`src/rtl/secded_scrub_ctrl.sv`:
```
// SECDED (16,11) protected codeword store with host read/write access,
// fault injection and a periodic background scrubber sharing one codec path.
module secded_scrub_ctrl #(
    parameter int ADDR_W       = 4,
    parameter int SCRUB_PERIOD = 256
) (
    input  logic              clk,
    input  logic              rst,
    input  logic              req_valid,
    output logic              req_ready,
    input  logic              req_we,
    input  logic [ADDR_W-1:0] req_addr,
    input  logic [10:0]       req_wdata,
    output logic              resp_valid,
    output logic [10:0]       resp_rdata,
    output logic [1:0]        resp_err,
    input  logic              scrub_en,
    input  logic              inj_valid,
    input  logic [ADDR_W-1:0] inj_addr,
    input  logic [15:0]       inj_mask,
    output logic [7:0]        corr_cnt,
    output logic [7:0]        uncorr_cnt,
    output logic              busy
);

    // Handshake: a host request transfers on a rising edge where req_valid and
    // req_ready are both high; req_ready only rises in IDLE with no injection.

    localparam int DEPTH = 1 << ADDR_W;
    localparam logic [15:0] TMR_LAST = 16'(SCRUB_PERIOD - 1);
    localparam logic [ADDR_W-1:0] LAST_ADDR = ADDR_W'(DEPTH - 1);

    typedef enum logic [2:0] {
        ST_INIT,
        ST_IDLE,
        ST_WR,
        ST_RD,
        ST_CHK,
        ST_WB
    } state_e;

    function automatic logic [3:0] syndrome(input logic [15:0] w);
        logic [3:0] s;
        s = '0;
        for (int i = 1; i < 16; i++) begin
            if (w[i]) s = s ^ 4'(i);
        end
        return s;
    endfunction

    function automatic logic [15:0] encode(input logic [10:0] d);
        logic [15:0] w;
        logic [3:0]  s;
        w        = '0;
        w[3]     = d[0];
        w[7:5]   = d[3:1];
        w[15:9]  = d[10:4];
        s        = syndrome(w);
        w[1]     = s[0];
        w[2]     = s[1];
        w[4]     = s[2];
        w[8]     = s[3];
        w[0]     = ^w[15:1];
        return w;
    endfunction

    function automatic logic [10:0] extract(input logic [15:0] w);
        return {w[15:9], w[7:5], w[3]};
    endfunction

    state_e            state_q, state_d;
    logic [ADDR_W-1:0] init_addr_q, init_addr_d;
    logic [ADDR_W-1:0] addr_q, addr_d;
    logic              scrub_op_q, scrub_op_d;
    logic [15:0]       word_q, word_d;
    logic              resp_valid_q, resp_valid_d;
    logic [10:0]       resp_rdata_q, resp_rdata_d;
    logic [1:0]        resp_err_q, resp_err_d;
    logic [7:0]        corr_cnt_q, corr_cnt_d;
    logic [7:0]        uncorr_cnt_q, uncorr_cnt_d;
    logic [15:0]       tmr_q, tmr_d;
    logic              scrub_pending_q, scrub_pending_d;
    logic [ADDR_W-1:0] scrub_addr_q, scrub_addr_d;

    logic [15:0]       mem [DEPTH];
    logic              mem_we;
    logic [ADDR_W-1:0] mem_waddr;
    logic [15:0]       mem_wdata;

    logic              start_scrub;
    logic [3:0]        dec_syn;
    logic              dec_par;
    logic [15:0]       dec_fixed;
    logic [1:0]        dec_err;
    logic [10:0]       dec_data;

    assign req_ready  = (state_q == ST_IDLE) && !inj_valid;
    assign busy       = (state_q != ST_IDLE);
    assign resp_valid = resp_valid_q;
    assign resp_rdata = resp_rdata_q;
    assign resp_err   = resp_err_q;
    assign corr_cnt   = corr_cnt_q;
    assign uncorr_cnt = uncorr_cnt_q;

    // P=1 means an odd number of flips; the syndrome then names the bad bit,
    // with syndrome 0 pointing at the overall parity bit itself.
    always_comb begin
        dec_syn   = syndrome(word_q);
        dec_par   = ^word_q;
        dec_fixed = word_q ^ (16'd1 << dec_syn);
        if (dec_par) begin
            dec_err  = 2'b01;
            dec_data = extract(dec_fixed);
        end else if (dec_syn != 4'd0) begin
            dec_err  = 2'b10;
            dec_data = extract(word_q);
        end else begin
            dec_err  = 2'b00;
            dec_data = extract(word_q);
        end
    end

    always_comb begin
        state_d      = state_q;
        init_addr_d  = init_addr_q;
        addr_d       = addr_q;
        scrub_op_d   = scrub_op_q;
        word_d       = word_q;
        resp_valid_d = 1'b0;
        resp_rdata_d = '0;
        resp_err_d   = 2'b00;
        corr_cnt_d   = corr_cnt_q;
        uncorr_cnt_d = uncorr_cnt_q;
        scrub_addr_d = scrub_addr_q;
        mem_we       = 1'b0;
        mem_waddr    = addr_q;
        mem_wdata    = word_q;
        start_scrub  = 1'b0;

        case (state_q)
            ST_INIT: begin
                mem_we      = 1'b1;
                mem_waddr   = init_addr_q;
                mem_wdata   = '0;
                init_addr_d = init_addr_q + 1'b1;
                if (init_addr_q == LAST_ADDR) state_d = ST_IDLE;
            end
            ST_IDLE: begin
                if (inj_valid) begin
                    mem_we    = 1'b1;
                    mem_waddr = inj_addr;
                    mem_wdata = mem[inj_addr] ^ inj_mask;
                end else if (req_valid) begin
                    addr_d     = req_addr;
                    scrub_op_d = 1'b0;
                    if (req_we) begin
                        word_d  = encode(req_wdata);
                        state_d = ST_WR;
                    end else begin
                        state_d = ST_RD;
                    end
                end else if (scrub_pending_q) begin
                    addr_d      = scrub_addr_q;
                    scrub_op_d  = 1'b1;
                    start_scrub = 1'b1;
                    state_d     = ST_RD;
                end
            end
            ST_WR: begin
                mem_we       = 1'b1;
                resp_valid_d = 1'b1;
                state_d      = ST_IDLE;
            end
            ST_RD: begin
                word_d  = mem[addr_q];
                state_d = ST_CHK;
            end
            ST_CHK: begin
                if (scrub_op_q) begin
                    scrub_addr_d = scrub_addr_q + 1'b1;
                end else begin
                    resp_valid_d = 1'b1;
                    resp_rdata_d = dec_data;
                    resp_err_d   = dec_err;
                end
                state_d = ST_IDLE;
                if (dec_err == 2'b01) begin
                    word_d  = dec_fixed;
                    state_d = ST_WB;
                    if (corr_cnt_q != 8'hFF) corr_cnt_d = corr_cnt_q + 8'd1;
                end else if (dec_err == 2'b10) begin
                    if (uncorr_cnt_q != 8'hFF) uncorr_cnt_d = uncorr_cnt_q + 8'd1;
                end
            end
            ST_WB: begin
                mem_we  = 1'b1;
                state_d = ST_IDLE;
            end
            default: state_d = ST_INIT;
        endcase
    end

    // A terminal count that lands while a scrub is already pending merges into it.
    always_comb begin
        tmr_d           = tmr_q;
        scrub_pending_d = scrub_pending_q;
        if (!scrub_en) begin
            tmr_d           = '0;
            scrub_pending_d = 1'b0;
        end else begin
            if (start_scrub) scrub_pending_d = 1'b0;
            if (tmr_q == TMR_LAST) begin
                tmr_d           = '0;
                scrub_pending_d = 1'b1;
            end else begin
                tmr_d = tmr_q + 16'd1;
            end
        end
    end

    always_ff @(posedge clk) begin
        if (rst) begin
            state_q         <= ST_INIT;
            init_addr_q     <= '0;
            addr_q          <= '0;
            scrub_op_q      <= 1'b0;
            word_q          <= '0;
            resp_valid_q    <= 1'b0;
            resp_rdata_q    <= '0;
            resp_err_q      <= 2'b00;
            corr_cnt_q      <= '0;
            uncorr_cnt_q    <= '0;
            tmr_q           <= '0;
            scrub_pending_q <= 1'b0;
            scrub_addr_q    <= '0;
        end else begin
            state_q         <= state_d;
            init_addr_q     <= init_addr_d;
            addr_q          <= addr_d;
            scrub_op_q      <= scrub_op_d;
            word_q          <= word_d;
            resp_valid_q    <= resp_valid_d;
            resp_rdata_q    <= resp_rdata_d;
            resp_err_q      <= resp_err_d;
            corr_cnt_q      <= corr_cnt_d;
            uncorr_cnt_q    <= uncorr_cnt_d;
            tmr_q           <= tmr_d;
            scrub_pending_q <= scrub_pending_d;
            scrub_addr_q    <= scrub_addr_d;
        end
    end

    // The store has no reset; INIT rewrites every word after rst.
    always_ff @(posedge clk) begin
        if (mem_we && !rst) mem[mem_waddr] <= mem_wdata;
    end

endmodule

```
`config.mk`:
```
export PLATFORM = sky130hd
export DESIGN_NAME = secded_scrub_ctrl
export DESIGN_NICKNAME = d
export VERILOG_FILES = /design/src/rtl/secded_scrub_ctrl.sv
export SDC_FILE = /design/constraint.sdc
export NUM_CORES = 1
export LEC_CHECK = 0
export ABC_AREA = 1
export CELL_PAD_IN_SITES_DETAIL_PLACEMENT = 0
export CELL_PAD_IN_SITES_GLOBAL_PLACEMENT = 2
export CORE_MARGIN = 10
export CORE_UTILIZATION = 42
export CTS_BUF_LIST = sky130_fd_sc_hd__clkbuf_8
export DETAILED_ROUTE_END_ITERATION = 7
export PLACE_DENSITY_LB_ADDON = 0.15
export SKIP_CTS_REPAIR_TIMING = 1
export SLEW_MARGIN = 15
export SYNTH_ARGS = -nofsm -noshare
export SYNTH_HDL_FRONTEND = slang
export SYNTH_SLANG_ARGS = --single-unit
```
`constraint.sdc`:
```
create_clock -name clk -period 8.5 [get_ports clk]
set_clock_uncertainty 0.1 [all_clocks]
set_input_delay 2.55 -clock clk [delete_from_list [all_inputs] [get_ports clk]]
set_output_delay 2.55 -clock clk [all_outputs]
set_load 0.01 [all_outputs]
```
# After elaboration in Yosys (flattened, before gate mapping)
# Memories as Yosys holds them, arrays and structs flattened. A register that Yosys moved wholly into a read port is not among the register bits.
# Cells that the tools add are included.
# Widths: inputs -> output; s select.
dict set report classes {
  n_eq_ne 18
  shifts 1
  addsub 5
  n_reduce_logical 22
  bitwise 30
  n_mux 107
}
# operator n
set op_table {}
lappend op_table {{$mux 4} 64}
lappend op_table {{$mux 16} 5}
lappend op_table {{$pmux 16 s3} 1}
lappend op_table {{$mux 3} 12}
lappend op_table {{$pmux 16 s2} 1}
lappend op_table {{$xor 16x16->16} 2}
lappend op_table {{$not 3->3} 8}
lappend op_table {{$not 2->2} 11}
lappend op_table {{$add 16x1->16 const B} 1}
lappend op_table {{$add 8x1->8 const B} 2}
lappend op_table {{$eq 16x8->1 const B} 1}
lappend op_table {{$ne 8x8->1 const B} 2}
lappend op_table {{$reduce_xor 16->1} 1}
lappend op_table {{$shl 1x4->16 const A} 1}
lappend op_table {{$pmux 3 s5} 1}
lappend op_table {{$reduce_xor 15->1} 1}
lappend op_table {{$mux 1} 14}
lappend op_table {{$mux 11} 1}
lappend op_table {{$mux 2} 5}
lappend op_table {{$ne 2x2->1 const B} 5}
lappend op_table {{$reduce_and 3->1} 3}
lappend op_table {{$reduce_or 3->1} 3}
lappend op_table {{$add 4x1->4 const B} 2}
lappend op_table {{$not 4->4} 2}
lappend op_table {{22 further kinds} 34}
dict set report totals {
  ramBits 256
  output_inout_bits 32
  n_memories 1
  in_bits 41
  reg_bits 79
  word_cells 197
}
# name depth word_bits read_ports rd_ports_with_merged_regs write_ports line_no
set mem_list {}
lappend mem_list {mem 16 16 2 1 1 85} ;# logic [15:0] mem [DEPTH];

# Depth between registers and ports, before layout
dict set report logic_depth {
  depth_word 70
  mapped_depth 18
  depth_no_buf 17
}

# Least setup slack after synthesis
# OpenSTA, ideal clock, no wires.
dict set report synth_timing {
  path_kind {input -> output}
  from {in inj_valid}
  to {out req_ready}
  cell_stages 3
  arrival_ps 2797
  slack_ps 3053
  required_ps 5850
  path_buffers 0
  cell_sequence {nor2_1 -> nand2_1 -> inv_1}
}
dict set report synth_via {
  elab_chain_cells 2
}
# item line_no
set synth_rtl {}
lappend synth_rtl {{from (decl)} 18} ;# input logic inj_valid,
lappend synth_rtl {{$logic_not 1->1} 97} ;# assign req_ready = (state_q == ST_IDLE) && !inj_valid;
lappend synth_rtl {{$logic_and 1x1->1} 97}
lappend synth_rtl {{to (decl)} 10} ;# output logic req_ready,
# No other way between the ends.

# Final worst setup path
# Same ends and word-level chain as after synthesis.

==> summary.md <==
| Metric | Value |
|---|---|
| Initial antenna violation count | `0` |
| Mapped Avg Cell Area | `8.371 um2` |
| CP Capture Type | `output port` |
| Total Wirelength | `60.15 mm` |
| Grt peak-use layer | `met2` |
| Clock slew at reported path FFs | `0.05 ns` |
| # clock sinks | `339` |
| Slowest stage delay, CP | `0.55 ns` |
| Worst slew pin tran | `1.183 ns` |
| Horiz. Die Dim | `226.7 um` |
| Relative slew slack | `21.04%` |
| GRT met3 Usage | `4.535%` |
| Count of pins over their slew limit | `0` |
| Iteration-0 DRC Markers | `1528` |
| Drt first pass iters | `5` |
| Final Util | `48.20%` |
| Input/output buffers | `72` |
| Clock Path Buffers | `3` |
| Die area | `51380 um2` |
| Worst hold path class | `flip-flop to flip-flop` |
| Mapped Cells | `2143` |
| Critical Path Start Type | `input pin` |
| CP delay by family, top | `buffers and inverters` |
| Post-synth top area cell | `edfxtp_1` |
| Antenna cells | `0` |
| Yosys reg bits | `339` |
| Layout cell share with drive strength beyond 1 | `8.941%` |
| GR Util met2 | `34.99%` |
| Placed cell count | `2667` |
| Ys async rst share | `0%` |
| Max-cap violations | `0` |
| Starting Density | `42.57%` |
| Finished Layout Cells | `2776` |
| Die Ht | `226.7 um` |
| Crit-path cells | `clkdlybuf4s50_1 -> nor2_1 -> nand2_1 -> inv_1 -> clkdlybuf4s50_1` |
| Status | `finished clean` |
| CTS tree | `built` |
| PD cells | `172.2 nW/um2` |
| Post-DRT Antenna Nets | `0` |
| Final hold violations | `0` |
| WP buf/inv | `3` |
| Crit path DAT | `3.83 ns` |
| Main synth FF type | `edfxtp_1` |
| Gr ovfl total | `0` |
| Most frequent cells after synthesis | `370 x o21ai_0, 363 x nand2_1, 256 x edfxtp_1` |
| Remaining DRCs | `0` |
| Placer Congestion | `0.8261` |
| Fmax | `154.4 MHz` |
| Number of global-route vias before repair | `14963` |
| Total Nets Final | `2234` |
| Cell Area, Placed | `19150 um2` |
| Post-synth EDFFs | `256` |
| Root Driver | `clkbuf_8` |
| Largest net degree at the start of global routing | `84` |
| Peak supply drop | `0.1791 mV` |
| Clk_lat worst skew | `0.66 ns` |
| Most frequent cell after synthesis | `o21ai_0` |
| Syn Std Cell Area | `17940 um2` |
| Layout area overhead | `13.22%` |
| Period utilization | `76.19%` |
| Synth cell types | `46` |
| CTS Buf Count | `58` |
| Worst Path Class, Setup | `input pin to output port` |
| DR vias/cell | `5.603` |
| Crit path required time | `5.85 ns` |
| CP max-delay cell | `clkdlybuf4s50_1` |
| Placement row count | `75` |
| Synth top area share | `42.85%` |
| Warnings, synthesis | `0` |
| CORE AREA | `42130 um2` |
| Most used cell, CP | `clkdlybuf4s50_1` |
| CP Max Fanout | `3` |
| Seq/Total Area, Yosys | `52.12%` |
| First-pass GRT wire length | `91.20 mm` |
| Post-Syn Nets | `2189` |
| Met1 usage | `32.73%` |
| WL/cell | `21.67 um` |
| Ports | `73` |
| Setup Total Neg Slack | `0 ns` |
| Total GRT Usage | `23.40%` |
| Pleak | `7.745 nW` |
| Post-route cell area | `20310 um2` |
| Tmin final | `6.476 ns` |
| Post-DP HPWL | `37.31 mm` |
| Synth top area cells | `edfxtp_1 43%, o21ai_0 10%, dfxtp_1 9.3%` |
| RSZ-0062 raised after global routing | `no` |
| Setup-failing EPs final | `0` |
| Power Total | `0.003497 W` |
| Htree depth | `2` |
| Via count | `15553` |
-- placed cells by master (no fill, tap or decap), types with 6 or more instances in the layout --
| cell type | netlist | routed |
|---|---|---|
| inv_2 | 14 | 13 |
| nand2_1 | 363 | 363 |
| nor2_1 | 168 | 152 |
| clkdlybuf4s50_1 | 0 | 69 |
| nor2_4 | 3 | 7 |
| o21ai_1 | 13 | 13 |
| buf_4 | 2 | 43 |
| o211ai_1 | 33 | 33 |
| nand4_1 | 22 | 22 |
| nand2_4 | 6 | 6 |
| nand2_2 | 9 | 9 |
| a21oi_2 | 15 | 15 |
| o221ai_1 | 14 | 14 |
| edfxtp_1 | 256 | 256 |
| dfxtp_1 | 83 | 81 |
| nor3_1 | 13 | 13 |
| nand3_1 | 135 | 135 |
| o21ai_0 | 370 | 370 |
| xor2_1 | 18 | 18 |
| clkinv_1 | 2 | 9 |
| nor2_2 | 6 | 18 |
| xnor2_1 | 14 | 14 |
| clkbuf_8 | 0 | 64 |
| a21oi_1 | 236 | 236 |
| clkinv_2 | 0 | 8 |
| inv_1 | 186 | 211 |
-- final timing paths --
check,start,end,slack (ns),cells after the start
setup / recovery,inj_valid,req_ready,2.02,5
setup reg to reg,state_q[2],mem[9][15],4.54,8
hold reg to reg,tmr_q[0],tmr_q[0],0.35,1
hold / removal,tmr_q[0],tmr_q[0],0.35,1
-- area by class of cell --
class / instances / area (um2)
Tap cell: 539 / 674.4
Sequential cell: 339 / 9356
Inverter: 203 / 765.7
Clock buffer: 64 / 880.8
Timing Repair Buffer: 114 / 1039
Multi-Input combinational cell: 1472 / 7323
Fill cell: 4106 / 21820
Clock inverter: 45 / 270.3
-- per-stage QoR --
stage          hold WS, ns  setup slack (ns)
2_1_floorplan       0.3175             3.053
3_3_place_gp        0.3273             1.963
3_5_place_dp        0.3403             2.013
4_1_cts             0.3495             2.003
5_1_grt             0.3945             1.876
6_report            0.3489             2.024
-- where the power goes --
| group | total [W] | switching [W] | internal, W |
|---|---|---|---|
| Clock | 0.00149 | 0.000706 | 0.000783 |
| Sequential | 0.00178 | 0.00000568 | 0.00178 |
| Combinational | 0.000225 | 0.000157 | 0.0000677 |
| Total | 0.00350 | 0.000869 | 0.00263 |
-- per-layer routing --
layer / wire (um) / vias to the layer above
met5: 0 / -
li1: - / 7512
met2: 25910 / 571
met4: 2233 / 0
met3: 4361 / 122
met1: 27640 / 7348
-- cells by family (layout without fill, tap and decap cells) --
| family | count (synthesis) | in the layout | synth area share [%] |
|---|---|---|---|
| flip-flops | 339 | 339 | 52.12 |
| buffers and inverters | 332 | 426 | 7.393 |
| adder cells (fa/ha/maj) | 5 | 5 | 0.3487 |
| AO/OA/AOI/OAI | 693 | 693 | 20.56 |
| AND/OR/NAND/NOR | 740 | 740 | 17.78 |
| XOR/XNOR | 34 | 34 | 1.807 |
-- state kept, by name (all words and copies together), names as in the netlist, named ones only --
name / count
scrub_addr_q: 4
tmr_q: 16
addr_q: 4
resp_valid: 1
state_q: 3
init_addr_q: 4
scrub_pending_q: 1
word_q: 16
uncorr_cnt: 8
resp_rdata: 11
scrub_op_q: 1
mem: 256
resp_err: 2
corr_cnt: 8
No activity file was read; power rests on OpenSTA's default activity.
